**src/rtl/pipe_pkg.sv**
```systemverilog
// Shared definitions for the pipe_slice valid/ready pipeline slice.
//
// Contents:
//   PIPE_CNT_W(stages) : width of the occupancy counter. It is sized for the
//                        skid build (2*stages entries), so the port width is
//                        the same in both builds.
package pipe_pkg;

    function automatic int PIPE_CNT_W(input int stages);
        return $clog2(2 * stages + 1);
    endfunction

endpackage

```
**src/rtl/pipe_slice_stage.sv**
```systemverilog
// One register stage of pipe_slice.
//
// Build option:
//   PIPE_SLICE_SKID_EN defined   : two-entry stage (main + skid register).
//                                  ready_up_o comes straight from a flop.
//   PIPE_SLICE_SKID_EN undefined : single register. ready_up_o is the clock
//                                  enable of the stage, so it depends
//                                  combinationally on ready_down_i.
//
// Ports:
//   clk          clock
//   rst_n        synchronous active-low reset (clears the valid flags only)
//   flush_i      synchronous kill of every beat held in the stage
//   valid_up_i   beat offered by the upstream stage
//   data_up_i    payload of that beat
//   ready_up_o   stage can take a beat this cycle
//   valid_o      stage holds a beat for downstream
//   data_o       payload of that beat
//   ready_down_i downstream takes the beat this cycle
module pipe_slice_stage #(
    parameter int DATA_W = 32
) (
    input  logic              clk,
    input  logic              rst_n,
    input  logic              flush_i,
    input  logic              valid_up_i,
    input  logic [DATA_W-1:0] data_up_i,
    output logic              ready_up_o,
    output logic              valid_o,
    output logic [DATA_W-1:0] data_o,
    input  logic              ready_down_i
);

`ifdef PIPE_SLICE_SKID_EN
    logic              main_valid_q, main_valid_d;
    logic              skid_valid_q, skid_valid_d;
    logic [DATA_W-1:0] main_data_q, main_data_d;
    logic [DATA_W-1:0] skid_data_q, skid_data_d;
    logic              in_xfer, out_xfer;

    always_comb begin
        in_xfer      = valid_up_i & ~skid_valid_q;
        out_xfer     = main_valid_q & ready_down_i;
        main_valid_d = main_valid_q;
        main_data_d  = main_data_q;
        skid_valid_d = skid_valid_q;
        skid_data_d  = skid_data_q;
        if (skid_valid_q) begin
            // Upstream is blocked while the skid entry is full. When the main
            // entry drains, it refills from the skid entry to keep beats in order.
            if (out_xfer) begin
                main_valid_d = 1'b1;
                main_data_d  = skid_data_q;
                skid_valid_d = 1'b0;
            end
        end else if (!main_valid_q || out_xfer) begin
            main_valid_d = in_xfer;
            if (in_xfer) begin
                main_data_d = data_up_i;
            end
        end else if (in_xfer) begin
            // Main entry is stalled, so the accepted beat goes into the skid entry.
            skid_valid_d = 1'b1;
            skid_data_d  = data_up_i;
        end
        if (flush_i) begin
            main_valid_d = 1'b0;
            skid_valid_d = 1'b0;
        end
    end

    always_ff @(posedge clk) begin
        if (!rst_n) begin
            main_valid_q <= 1'b0;
            skid_valid_q <= 1'b0;
        end else begin
            main_valid_q <= main_valid_d;
            skid_valid_q <= skid_valid_d;
        end
    end

    always_ff @(posedge clk) begin
        main_data_q <= main_data_d;
        skid_data_q <= skid_data_d;
    end

    assign ready_up_o = ~skid_valid_q;
    assign valid_o    = main_valid_q;
    assign data_o     = main_data_q;
`else
    logic              valid_q, valid_d;
    logic [DATA_W-1:0] data_q, data_d;
    logic              cke;

    always_comb begin
        cke     = ~valid_q | ready_down_i;
        valid_d = valid_q;
        data_d  = data_q;
        if (cke) begin
            valid_d = valid_up_i;
            // Data only captures real beats, so it stays put across bubbles.
            if (valid_up_i) begin
                data_d = data_up_i;
            end
        end
        if (flush_i) begin
            valid_d = 1'b0;
        end
    end

    always_ff @(posedge clk) begin
        if (!rst_n) begin
            valid_q <= 1'b0;
        end else begin
            valid_q <= valid_d;
        end
    end

    always_ff @(posedge clk) begin
        data_q <= data_d;
    end

    assign ready_up_o = cke;
    assign valid_o    = valid_q;
    assign data_o     = data_q;
`endif

endmodule

```
**src/rtl/pipe_slice.sv**
```systemverilog
// pipe_slice: STAGES cascaded valid/ready register stages carrying a DATA_W
// payload. It has a synchronous flush and a registered occupancy count.
//
// Build option: PIPE_SLICE_SKID_EN selects two-entry skid stages.
//   Defined   : capacity is 2*STAGES and ready_o comes from a flop.
//   Undefined : capacity is STAGES and ready_o depends combinationally on ready_i.
//
// Ports:
//   clk      clock
//   rst_n    synchronous active-low reset
//   flush_i  drop every beat in flight and the beat offered this cycle
//   valid_i  upstream beat valid
//   data_i   upstream payload
//   ready_o  slice accepts a beat (forced high during flush)
//   valid_o  downstream beat valid (registered)
//   data_o   downstream payload (registered)
//   ready_i  downstream accepts
//   count_o  beats currently held (registered)
module pipe_slice
    import pipe_pkg::*;
#(
    parameter int DATA_W = 32,
    parameter int STAGES = 1
) (
    input  logic                          clk,
    input  logic                          rst_n,
    input  logic                          flush_i,
    input  logic                          valid_i,
    input  logic [DATA_W-1:0]             data_i,
    output logic                          ready_o,
    output logic                          valid_o,
    output logic [DATA_W-1:0]             data_o,
    input  logic                          ready_i,
    output logic [PIPE_CNT_W(STAGES)-1:0] count_o
);

    localparam int CNT_W = PIPE_CNT_W(STAGES);

    typedef struct packed {
        logic              valid;
        logic [DATA_W-1:0] data;
    } beat_t;

    for (genvar k = 0; k < STAGES; k++) begin : g_stage
        beat_t beat_up;
        beat_t beat_q;
        logic  ready_up;
        logic  ready_down;

        if (k == 0) begin : g_head
            assign beat_up = '{valid: valid_i, data: data_i};
        end else begin : g_link
            assign beat_up = g_stage[k-1].beat_q;
        end

        if (k == STAGES - 1) begin : g_tail
            assign ready_down = ready_i;
        end else begin : g_chain
            assign ready_down = g_stage[k+1].ready_up;
        end

        pipe_slice_stage #(
            .DATA_W (DATA_W)
        ) u_stage (
            .clk          (clk),
            .rst_n        (rst_n),
            .flush_i      (flush_i),
            .valid_up_i   (beat_up.valid),
            .data_up_i    (beat_up.data),
            .ready_up_o   (ready_up),
            .valid_o      (beat_q.valid),
            .data_o       (beat_q.data),
            .ready_down_i (ready_down)
        );
    end

    assign ready_o = flush_i | g_stage[0].ready_up;
    assign valid_o = g_stage[STAGES-1].beat_q.valid;
    assign data_o  = g_stage[STAGES-1].beat_q.data;

    logic             in_xfer, out_xfer;
    logic [CNT_W-1:0] count_q, count_d;

    always_comb begin
        in_xfer  = valid_i & ready_o & ~flush_i;
        out_xfer = valid_o & ready_i;
        count_d  = count_q;
        if (flush_i) begin
            count_d = '0;
        end else if (in_xfer && !out_xfer) begin
            count_d = count_q + CNT_W'(1);
        end else if (!in_xfer && out_xfer) begin
            count_d = count_q - CNT_W'(1);
        end
    end

    always_ff @(posedge clk) begin
        if (!rst_n) begin
            count_q <= '0;
        end else begin
            count_q <= count_d;
        end
    end

    assign count_o = count_q;

endmodule
```
**config.mk**
```make
export PLATFORM = sky130hd
export DESIGN_NAME = pipe_slice
export DESIGN_NICKNAME = d
export VERILOG_FILES = /design/src/rtl/pipe_pkg.sv /design/src/rtl/pipe_slice_stage.sv /design/src/rtl/pipe_slice.sv
export SDC_FILE = /design/constraint.sdc
export NUM_CORES = 1
export LEC_CHECK = 0
export BUFFER_PORTS_ARGS = -buffer_cell sky130_fd_sc_hd__buf_2
export CAP_MARGIN = 30
export CORE_MARGIN = 2
export CORE_UTILIZATION = 40
export DETAILED_ROUTE_END_ITERATION = 7
export HOLD_SLACK_MARGIN = 0.06
export MAX_ROUTING_LAYER = met4
export PLACE_DENSITY = 0.77
export SETUP_SLACK_MARGIN = 0.2
export SLEW_MARGIN = 20
export SYNTH_ARGS = -nofsm -noshare
export SYNTH_HDL_FRONTEND = slang
export SYNTH_SLANG_ARGS = --single-unit
```
**constraint.sdc**
```tcl
create_clock -name clk -period 4.5 [get_ports clk]
set_clock_uncertainty 0.1 [all_clocks]
set_input_delay 0 -clock clk [delete_from_list [all_inputs] [get_ports clk]]
set_output_delay 0 -clock clk [all_outputs]
set_load 0.1 [all_outputs]
```
== Yosys cells after proc, flatten, opt, wreduce, memory -nomap -nowiden ==
Index checks and enable logic that the tools add are counted.

* Input port bits: 37
* Register bits after elaboration: 35
* Word-level logic and storage cells: 22

* Mux-type cells: 2
* Bitwise operators: 8
* Reductions and logical operators: 7
* Add/subtract/negate cells: 2

{| class="wikitable"
|+ Operator list
! cell !! count
|-
| $mux W2 || 2
|-
| $and A1 B1 Y1 || 3
|-
| $not A1 Y1 || 3
|-
| $add A2 B1 Y2 const B || 1
|-
| $logic_and A1 B1 Y1 || 2
|-
| $logic_not A1 Y1 || 2
|-
| $or A1 B1 Y1 || 2
|-
| $reduce_and A2 Y1 || 1
|-
| $reduce_bool A2 Y1 || 1
|-
| $reduce_or A2 Y1 || 1
|-
| $sub A2 B1 Y2 const B || 1
|}

== Depth between registers and ports, before layout ==
Gate-level depths: netlist of the first run.

* Depth after elaboration: 9
* Depth in mapped cells: 6
* Gate-level depth less buffers: 6

== Cells and area by module ==
A second synthesis of the first run with hierarchy kept.

* Cell total of the unflattened synthesis: 52
* Area total of the unflattened synthesis: 1,136.1 um2

{| class="wikitable"
|+ Modules (own cells, without submodules)
! module !! cells each !! sequential area each (um2) !! area each (um2) !! times used
|-
| pipe_slice_stage || 38 || 980.9 || 1,022.2 || 1
|-
| pipe_slice || 14 || 40.0 || 113.9 || 1
|}

== Least setup slack after synthesis of the first run ==
No wires, ideal clock.

* Kind: register to register
* From: register g_stage[0].u_stage.valid_q
* To: register count_q[1], in the netlist count_o[1]
* Arrival: 2,133 ps
* Slack: 2,197 ps
* Clock period less this slack: 2,303 ps
* Path buffers: 0
* Data required time: 4,330 ps
* Stages on the path, launching flop included: 7
* Cell sequence: dfxtp_1 > nand2b_1 > and3_1 > ha_1 > xor2_1 > or3_1 > a21oi_1

* Longest elaborated chain between the ends: 8
* Elaborated cells between the ends (all ways): 12
* Classes of those cells: 1 x mux; 6 x bitwise; 5 x reduce/logical

{| class="wikitable"
|+ RTL lines
! element !! line !! source
|-
| start, declared || pipe_slice_stage.sv:91 || <nowiki>logic valid_q, valid_d;</nowiki>
|-
| start signal, assigned || pipe_slice_stage.sv:115 || <nowiki>valid_q <= valid_d;</nowiki>
|-
| $not A1 Y1 || pipe_slice_stage.sv:96 || <nowiki>cke = ~valid_q | ready_down_i;</nowiki>
|-
| $or A1 B1 Y1 || pipe_slice_stage.sv:96 ||
|-
| $or A1 B1 Y1 || pipe_slice.sv:77 || <nowiki>assign ready_o = flush_i | g_stage[0].ready_up;</nowiki>
|-
| $and A1 B1 Y1 (2 in series) || pipe_slice.sv:85 || <nowiki>in_xfer = valid_i & ready_o & ~flush_i;</nowiki>
|-
| $logic_not A1 Y1 || pipe_slice.sv:92 || <nowiki>end else if (!in_xfer && out_xfer) begin</nowiki>
|-
| $logic_and A1 B1 Y1 || pipe_slice.sv:92 ||
|-
| $reduce_bool A2 Y1 (no source line) || - ||
|-
| end signal, assigned || pipe_slice.sv:101 || <nowiki>count_q <= count_d;</nowiki>
|-
| end, declared || pipe_slice.sv:82 || <nowiki>logic [CNT_W-1:0] count_q, count_d;</nowiki>
|}

Parallel ways exist; a longest one is shown, timed or not.
A chain may end at the register's enable or synchronous reset.

== Worst setup path after layout of the first run ==
Ends and elaborated chain as after synthesis.

==> results of run 1 <==
==> power breakdown <==
| part | switching (W) | internal, W | leakage [nW] |
|---|---|---|---|
| registers | 0.00000500 | 0.000376 | 0.336 |
| clock network | 0.0000902 | 0.0000623 | 0.0265 |
| logic | 0.000154 | 0.0000461 | 0.490 |
| total | 0.000249 | 0.000484 | 0.852 |
==> worst register-to-register path: stages (launching register included) <==
cell	delay [ns]
dfxtp_1	0.39
nand2b_1	0.13
and3_1	0.21
ha_1	0.33
or3_1	0.35
a21oi_1	0.15
==> cell type report <==
type	count	share of cell area, %
sequential	35	52.8
timing repair buffer	109	37.7
multi-input combinational	14	4.53
clock buffer	8	2.53
tap	31	2.01
inverter	2	0.389
==> sequential cells by signal (all words and copies together), names as in the netlist <==
name and count:
g_stage.u_stage.data_o 32, g_stage.u_stage.valid_o 1, count_o 2
==> repair_timing <==
action / 4_1_cts / 5_1_grt
endpoints found under the hold margin: 35 / 0
hold buffers: 36 / 0
buffers inserted: 0 / 0
==> through the flow <==
stage	util, %	area, µm²	std cells	hold WS, ns
2_1_floorplan	-	1120	51	-0.00113
3_3_place_gp	56.2	1520	155	0.0772
3_5_place_dp	56.2	1520	155	0.0781
4_1_cts	71.3	1930	199	0.112
5_1_grt	71.3	1930	199	0.149
6_report	71.3	1930	199	0.138
==> Yosys cell counts <==
cell type / number / area share (%)
nand2_1: 2 / 0.67
dfxtp_1: 3 / 5.4
ha_1: 1 / 1.1
xor2_1: 2 / 1.6
o21ai_0: 1 / 0.45
edfxtp_1: 32 / 86
and2_1: 1 / 0.56
nand2b_1: 2 / 1.1
nor2_1: 1 / 0.34
or3_1: 1 / 0.56
and3_1: 1 / 0.56
a21oi_1: 2 / 0.90
inv_1: 2 / 0.67
==> how the worst min path moves through the flow <==
stage	from	endpoint	cells after the start
6_report	ready_i	count_o[0]	5
5_1_grt	ready_i	count_o[1]	5
4_1_cts	ready_i	count_o[1]	5
3_5_place_dp	data_i[5]	g_stage[0].u_stage.data_o[5]	1
3_3_place_gp	data_i[22]	g_stage[0].u_stage.data_o[22]	1
2_1_floorplan	data_i[0]	g_stage[0].u_stage.data_o[0]	0
==> cells by family (layout without fill, tap and decap cells) <==
family                   count (synthesis)  after routing  share of synthesized area [%]
AO/OA/AOI/OAI                            3              3                           1.34
adder cells (fa/ha/maj)                  1              1                           1.12
flip-flops                              35             35                           91.5
buffers and inverters                    2            119                          0.673
XOR/XNOR                                 2              2                           1.57
AND/OR/NAND/NOR                          8              8                           3.81
==> per-layer routing <==
layer / part of all wire, % / wire [µm]
met5: 0 / 0
met2: 58 / 1520
met1: 32 / 830
met3: 8.4 / 217
met4: 1.2 / 32
==> flow_metrics.tcl, run 1 <==
set metrics [dict create \
    outcome "finished clean" \
    reg2reg_depth 5 \
    tritoncts.num_buffers 5 \
    routed_vias 874 \
    cts_buffer_depth 2 \
    ys_seq_elements 35 \
    cp.depth 5 \
    clkTransAtPathRegs_ns 0.09 \
    cts_max_level 2 \
    synth_cells 51 \
    reg2reg_from "g_stage[0].u_stage.valid_o" \
    effective_utilization_at_floorplan_pct 41.2 \
    syn-num-nets 89 \
    finish.net_count 205 \
    groute.layer.met2.usage_pct 33.2 \
    vdd_drop_max_mv 0.278 \
    pwr_density_cell_nw_per_um2 379 \
    gr-usage-met3_pct 5.53 \
    floorplan.io_pins 73 \
    timing.max_cap.violations 0 \
    floorplan.rows 19 \
    floorplan.die_area_um2 3230 \
    nFillCells 201 \
    static-leakage-power_nw 0.852 \
    drt-wirelength-per-cell_um 13.1 \
    worstSetupStartpointType "flop" \
    cts-root-buf "clkbuf_4" \
    timing.rr.end "count_o[1]" \
    end_kind "flop" \
    maxClockFrequency_ghz 0.580 \
    worst_hold_path_type "input pin to flop" \
    place_congestion 0.684 \
    detail_route.iter0.violations 15 \
    cp_max_fo 4 \
    chipWidth_um 56.8 \
    multi_input_comb_area_um2 87.6 \
    grt_first_pass_wirelength_um 3950 \
    numClockSinks 35 \
    setup.reg_to_reg.worst_slack_ns 2.78 \
    worstSetupPathType "flop to flop" \
    chipHeight_um 56.8 \
    avgViaCountPerCell 4.39 \
    postRouteWirelength_um 2600 \
    grt_pass1_vias 897 \
    timing.final.crit_period_ns 1.72 \
    globalRoute.totalOverflow 0 \
    route.antenna.remaining_nets 0 \
    pin_count_of_the_biggest_net_entering_global_routing 33 \
    post_syn_area_per_cell_um2 21.9 \
    finalWorstSetupSlack_ns 2.78 \
    cp_data_arrival_time_ns 1.87 \
    setup_repair_after_global_routing_missed_its_margin "false" \
    cts.repair.resized 0 \
    areaGrowthSynthToFinish_pct 73.1 \
    drv_slew 0 \
    slowest_delay_ns 0.39 \
    worst_setup_path_endpoint "count_o[1]" \
    placement.io_buffers 72 \
    seq_area_frac_synth_pct 91.5 \
    yosys_cell_types 13 \
    final_layout_size_suffix_gt1_share_pct 46.4 \
    tot_gr_track_use_pct 17.6 \
    list_of_cells_traversed_by_the_critical_path "nand2b_1, and3_1, ha_1, or3_1, a21oi_1" \
    seq_area_um2 1020 \
    top_usage_layer_grt "met2" \
    layout_worst_path_cycle_share_pct 38.3 \
    finalPower_w 0.000733 \
    family_with_the_most_delay_on_the_worst_path "simple AND/OR/NAND/NOR gates" \
    antenna_fix_cells 0 \
    startpoint "g_stage[0].u_stage.valid_o" \
    slowest_stage "dfxtp_1" \
    tritoncts_clock_tree "done" \
    layout.cells.most_common_list "72 x buf_2, 36 x dlygate4sd3_1, 32 x edfxtp_1, 5 x clkbuf_4" \
    grt.met1_usage_pct 16.0 \
    setup_tns_ns 0 \
    cp_data_required_time_ns 4.64 \
    layout.cells.most_common "buf_2" \
    antenna_found_initial 0 \
    yosysWarningCount 0 \
    clk_latency_ns 0.31 \
    detailedPlace.worstSlack_ns 2.85 \
    finalHoldViolations 0 \
    worstMarginPinSlew_ns 0.496 \
    relSlewSlack_pct 67.2 \
    coreArea_um2 2710 \
    path_buf_inv 0 \
    mappedNetlistArea_um2 1120 \
    drc 0 \
    setup_viol 0 \
    dr.pass1.iters 4 \
]
Power figures use the tool's default switching activity.
==> inputs of run 2 (changes only) <==
- CORE_UTILIZATION: 40 -> 36
- PLACE_DENSITY: 0.77 -> 0.73
- clock period: 4.5 -> 1.5 ns (I/O delays scaled with it)
==> flow_metrics.tcl, run 2 (synthesized netlist as in run 1, its figures left out) <==
set metrics [dict create \
    place_congestion 0.649 \
    setup_tns_ns -0.0135 \
    route.antenna.remaining_nets 0 \
    timing.final.crit_period_ns 1.51 \
    worstSetupStartpointType "flop" \
    placement.io_buffers 72 \
    clk_latency_ns 0.32 \
    cp_data_arrival_time_ns 1.68 \
    slowest_delay_ns 0.37 \
    slowest_stage "dfxtp_4" \
    routed_vias 874 \
    detailedPlace.worstSlack_ns 0.00256 \
    postRouteWirelength_um 2590 \
    cts_max_level 2 \
    outcome "finished with violations" \
    grt_pass1_vias 883 \
    tritoncts_clock_tree "done" \
    pin_count_of_the_biggest_net_entering_global_routing 20 \
    numClockSinks 35 \
    antenna_fix_cells 0 \
    post-place-cells 158 \
    chipWidth_um 59.7 \
    nFillCells 213 \
    areaGrowthSynthToFinish_pct 84.4 \
    largest_reg_flops 32 \
    pwr_density_cell_nw_per_um2 1250 \
    floorplan.rows 20 \
    finalWorstSetupSlack_ns -0.0135 \
    antenna_found_initial 0 \
    cts_buffer_depth 2 \
    cp_max_fo 4 \
    setup_repair_after_global_routing_missed_its_margin "true" \
    vdd_drop_max_mv 0.603 \
    floorplan.die_area_um2 3560 \
    layout.cells.most_common_list "71 x buf_2, 36 x dlygate4sd3_1, 32 x edfxtp_1, 5 x clkbuf_4" \
    floorplan.io_pins 73 \
    avgViaCountPerCell 4.33 \
    clkTransAtPathRegs_ns 0.09 \
    globalRoute.totalOverflow 0 \
    final_layout_size_suffix_gt1_share_pct 53.3 \
    timing.max_cap.violations 0 \
    end_kind "flop" \
    worstMarginPinSlew_ns 0.495 \
    cts-root-buf "clkbuf_4" \
    drt-wirelength-per-cell_um 12.8 \
    drc 0 \
    tritoncts.num_buffers 5 \
    coreArea_um2 3000 \
    multi_input_comb_area_um2 128 \
    grt_first_pass_wirelength_um 3600 \
    layout.cells.most_common "buf_2" \
    worst_hold_path_type "input pin to flop" \
    detail_route.iter0.violations 24 \
    maxClockFrequency_ghz 0.661 \
    hpwl_um 1590 \
    finalHoldViolations 1 \
    finish.net_count 206 \
    drv_slew 0 \
    setup_viol 1 \
    postLayoutCoreUtil_pct 68.5 \
    setup.reg_to_reg.worst_slack_ns -0.01 \
    seq_area_um2 1030 \
    chipHeight_um 59.7 \
    worstSetupPathType "flop to flop" \
    layout_worst_path_cycle_share_pct 101 \
    dr.pass1.iters 4 \
    final_cell_count_no_fill 202 \
    relSlewSlack_pct 67.2 \
    effective_utilization_at_floorplan_pct 37.2 \
    tot_gr_track_use_pct 15.0 \
    violated_checks "negative hold slack, negative setup slack" \
    postCtsSetupRepairBufs 0 \
    list_of_cells_traversed_by_the_critical_path "nand2b_4, and3_4, ha_4, xor2_2, or3_1, a21oi_2" \
    cp_data_required_time_ns 1.67 \
    static-leakage-power_nw 0.896 \
    post_route_hold_slack_ns -0.108 \
]
run 2: cell count changes in the layout (fill, tap and decap cells not counted), sizes merged:
cell    change
clkbuf      -2
bufinv      +2
buf         +1
run 2: power by group:
group          switching [W]  internal (W)
Clock               0.000302      0.000520
Sequential         0.0000151       0.00113
Combinational       0.000466      0.000153
run 2: through the flow:
stage          total power, W  area (µm²)  hold WS [ns]
2_1_floorplan         0.00160        1150      -0.00113
5_1_grt               0.00266        2060       -0.0977
3_5_place_dp          0.00170        1580        0.0783
3_3_place_gp          0.00170        1580        0.0768
6_report              0.00258        2060        -0.108
4_1_cts               0.00260        2040        0.0884
run 2: final timing paths:
path / endpoint / startpoint / depth (start not counted)
max: count_o[1] / g_stage[0].u_stage.valid_o / 6
min: g_stage[0].u_stage.valid_o / ready_i / 3
max reg2reg: count_o[1] / g_stage[0].u_stage.valid_o / 6
min reg2reg: count_o[1] / count_o[1] / 2
run 2: repair_timing:
action | 4_1_cts | 5_1_grt
hold endpoints to repair | 35 | 1
setup endpoints to repair | 2 | 3
resized for setup | 1 | 3
hold buffers | 36 | 1
pin swaps | 2 | 0
run 2: per-layer routing:
layer	up-vias	routed length, µm	global-route usage (%)	share of wire (%)
met5	-	0	-	0
met4	0	53	8.25	2.0
met3	6	187	5.41	7.2
met2	41	1440	26.9	56
met1	401	900	13.5	35
li1	426	-	-	-
run 2: worst max-delay path, delay by kind of cell (launching register included):
kind	cells	cell delay, ns
compound gates	1	0.13
flops	1	0.37
xor+xnor	1	0.14
simple gates	3	0.54
fa+ha+maj	1	0.16
run 2: final cells by class:
cell class	count	area share, %
sequential	35	49.8
timing repair buffer	110	36.7
multi-input combinational	14	6.20
clock inverter	2	2.92
clock buffer	6	2.01
tap	33	2.01
inverter	2	0.365
==> inputs of run 3 (changes only) <==
- CORE_ASPECT_RATIO: unset -> 1.75
- SLEW_MARGIN: 20 -> unset
==> flow_metrics.tcl, run 3 (synthesized netlist as in run 1, its figures left out) <==
set metrics [dict create \
    outcome "finished clean" \
    numClockSinks 35 \
    finalHoldViolations 0 \
    cp_data_required_time_ns 1.61 \
    path_buf_inv 0 \
    chipWidth_um 46.1 \
    maxClockFrequency_ghz 0.671 \
    coreArea_um2 2930 \
    postRouteWirelength_um 2730 \
    floorplan.io_pins 73 \
    postLayoutCoreUtil_pct 70.5 \
    antenna_fix_cells 0 \
    timing.final.crit_period_ns 1.49 \
    drt-wirelength-per-cell_um 13.8 \
    tot_gr_track_use_pct 16.5 \
    post_route_hold_slack_ns 0.0547 \
    route.antenna.remaining_nets 0 \
    routed_vias 876 \
    post-place-cells 152 \
    list_of_cells_traversed_by_the_critical_path "nand2b_4, and3_4, ha_4, xor2_1, or3_1, a21oi_2" \
    layout.cells.most_common "buf_2" \
    clkTransAtPathRegs_ns 0.06 \
    route.top_layer_used "met4" \
    cts_buffer_depth 2 \
    pin_count_of_the_biggest_net_entering_global_routing 33 \
    setup_viol 0 \
    timing.max_cap.violations 0 \
    largest_reg_flops 32 \
    finish.net_count 207 \
    slowest_stage "dfxtp_4" \
    layout_worst_path_cycle_share_pct 99.4 \
    drv_slew 0 \
    family_with_the_most_delay_on_the_worst_path "simple AND/OR/NAND/NOR gates" \
    ctsHoldBuffers 35 \
    detailroute.wirelength.met2_um 1630 \
    layout.cells.most_common_list "71 x buf_2, 35 x dlygate4sd3_1, 32 x edfxtp_1, 5 x clkbuf_8, 3 x clkbuf_1" \
    pwr_density_cell_nw_per_um2 1160 \
    finalPower_w 0.00238 \
    final_cell_count_no_fill 198 \
    tritoncts.num_buffers 5 \
    antenna_found_initial 0 \
    tritoncts_clock_tree "done" \
    drc 0 \
    worstSetupStartpointType "flop" \
    end_kind "flop" \
    detail_route.iter0.violations 7 \
    dr.pass1.iters 3 \
    place_congestion 0.688 \
    slowest_delay_ns 0.36 \
    setup_repair_after_global_routing_missed_its_margin "true" \
    cp_data_arrival_time_ns 1.60 \
    cp_max_fo 3 \
    cts_max_level 2 \
    effective_utilization_at_floorplan_pct 38.1 \
    hpwl_um 1740 \
    wirelength_met1_um 900 \
    final_layout_size_suffix_gt1_share_pct 52.4 \
    placement.io_buffers 72 \
    worst_hold_path_type "input pin to flop" \
    worstSetupPathType "flop to flop" \
    worstMarginPinSlew_ns 0.499 \
    floorplan.die_area_um2 3580 \
    areaGrowthSynthToFinish_pct 84.9 \
    floorplan.rows 26 \
    vdd_drop_max_mv 0.771 \
    static-leakage-power_nw 0.913 \
    grt_first_pass_wirelength_um 3970 \
    clk_latency_ns 0.27 \
    cts-root-buf "clkbuf_8" \
    finalWorstSetupSlack_ns 0.00963 \
    relSlewSlack_pct 67.0 \
    avgViaCountPerCell 4.42 \
    chipHeight_um 77.7 \
    grt_pass1_vias 875 \
    globalRoute.totalOverflow 0 \
    detailedPlace.worstSlack_ns 0.00144 \
    route.met3.wl_um 162 \
]
==> run 3: cell types whose count changed in the layout (fill, tap and decap cells not counted), sizes merged <==
cell,previous run,this run
buf,74,75
bufinv,2,0
clkbuf,6,9
dlygate4sd3,36,35
==> run 3: per-stage QoR <==
stage / setup TNS [ns] / area, µm²
after floorplan: -0.898 / 1150
after global placement: 0 / 1570
after detailed placement: 0 / 1570
after CTS: 0 / 2010
after global routing: -0.0226 / 2060
final: 0 / 2060
==> run 3: cell type report <==
type | count | area, µm²
fill | 203 | 865
timing repair buffer | 111 | 790
multi-input combinational | 14 | 125
sequential | 35 | 1030
clock buffer | 8 | 80.1
inverter | 2 | 7.51
tap | 28 | 35.0
==> run 3: worst min-delay path: cells and delay by family <==
| kind | cells | cell delay (ns) |
|---|---|---|
| AOI/OAI and AO/OA | 1 | 0.07 |
| buffers and inverters | 2 | 0.19 |
| and+or+nand+nor | 1 | 0.11 |
==> run 3: power by group <==
part	leakage, nW	internal [W]	switching [W]
Sequential	0.337	0.00113	0.0000144
Combinational	0.536	0.000160	0.000469
Clock	0.0395	0.000329	0.000284
Total	0.913	0.00162	0.000767
==> run 3: path summary, 6_finish.rpt <==
check	from	to	slack, ns	depth (start not counted)
min reg2reg	count_o[1]	count_o[1]	0.42	2
max	g_stage[0].u_stage.valid_o	count_o[1]	0.01	6
max reg2reg	g_stage[0].u_stage.valid_o	count_o[1]	0.01	6
min	ready_i	g_stage[0].u_stage.valid_o	0.05	4
==> run 3: timing repair <==
item,in CTS,in global routing
gates cloned,0,2
hold endpoints to repair,35,1
pin swaps,2,0
setup endpoints to repair,2,35
setup buffers,1,0
resized for setup,3,3
==> run 3: per-layer routing <==
metal	global-route usage, %	vias to the layer above
li1	-	428
met1	15.5	400
met2	28.5	42
met3	6.05	6
met4	6.86	0
met5	-	-
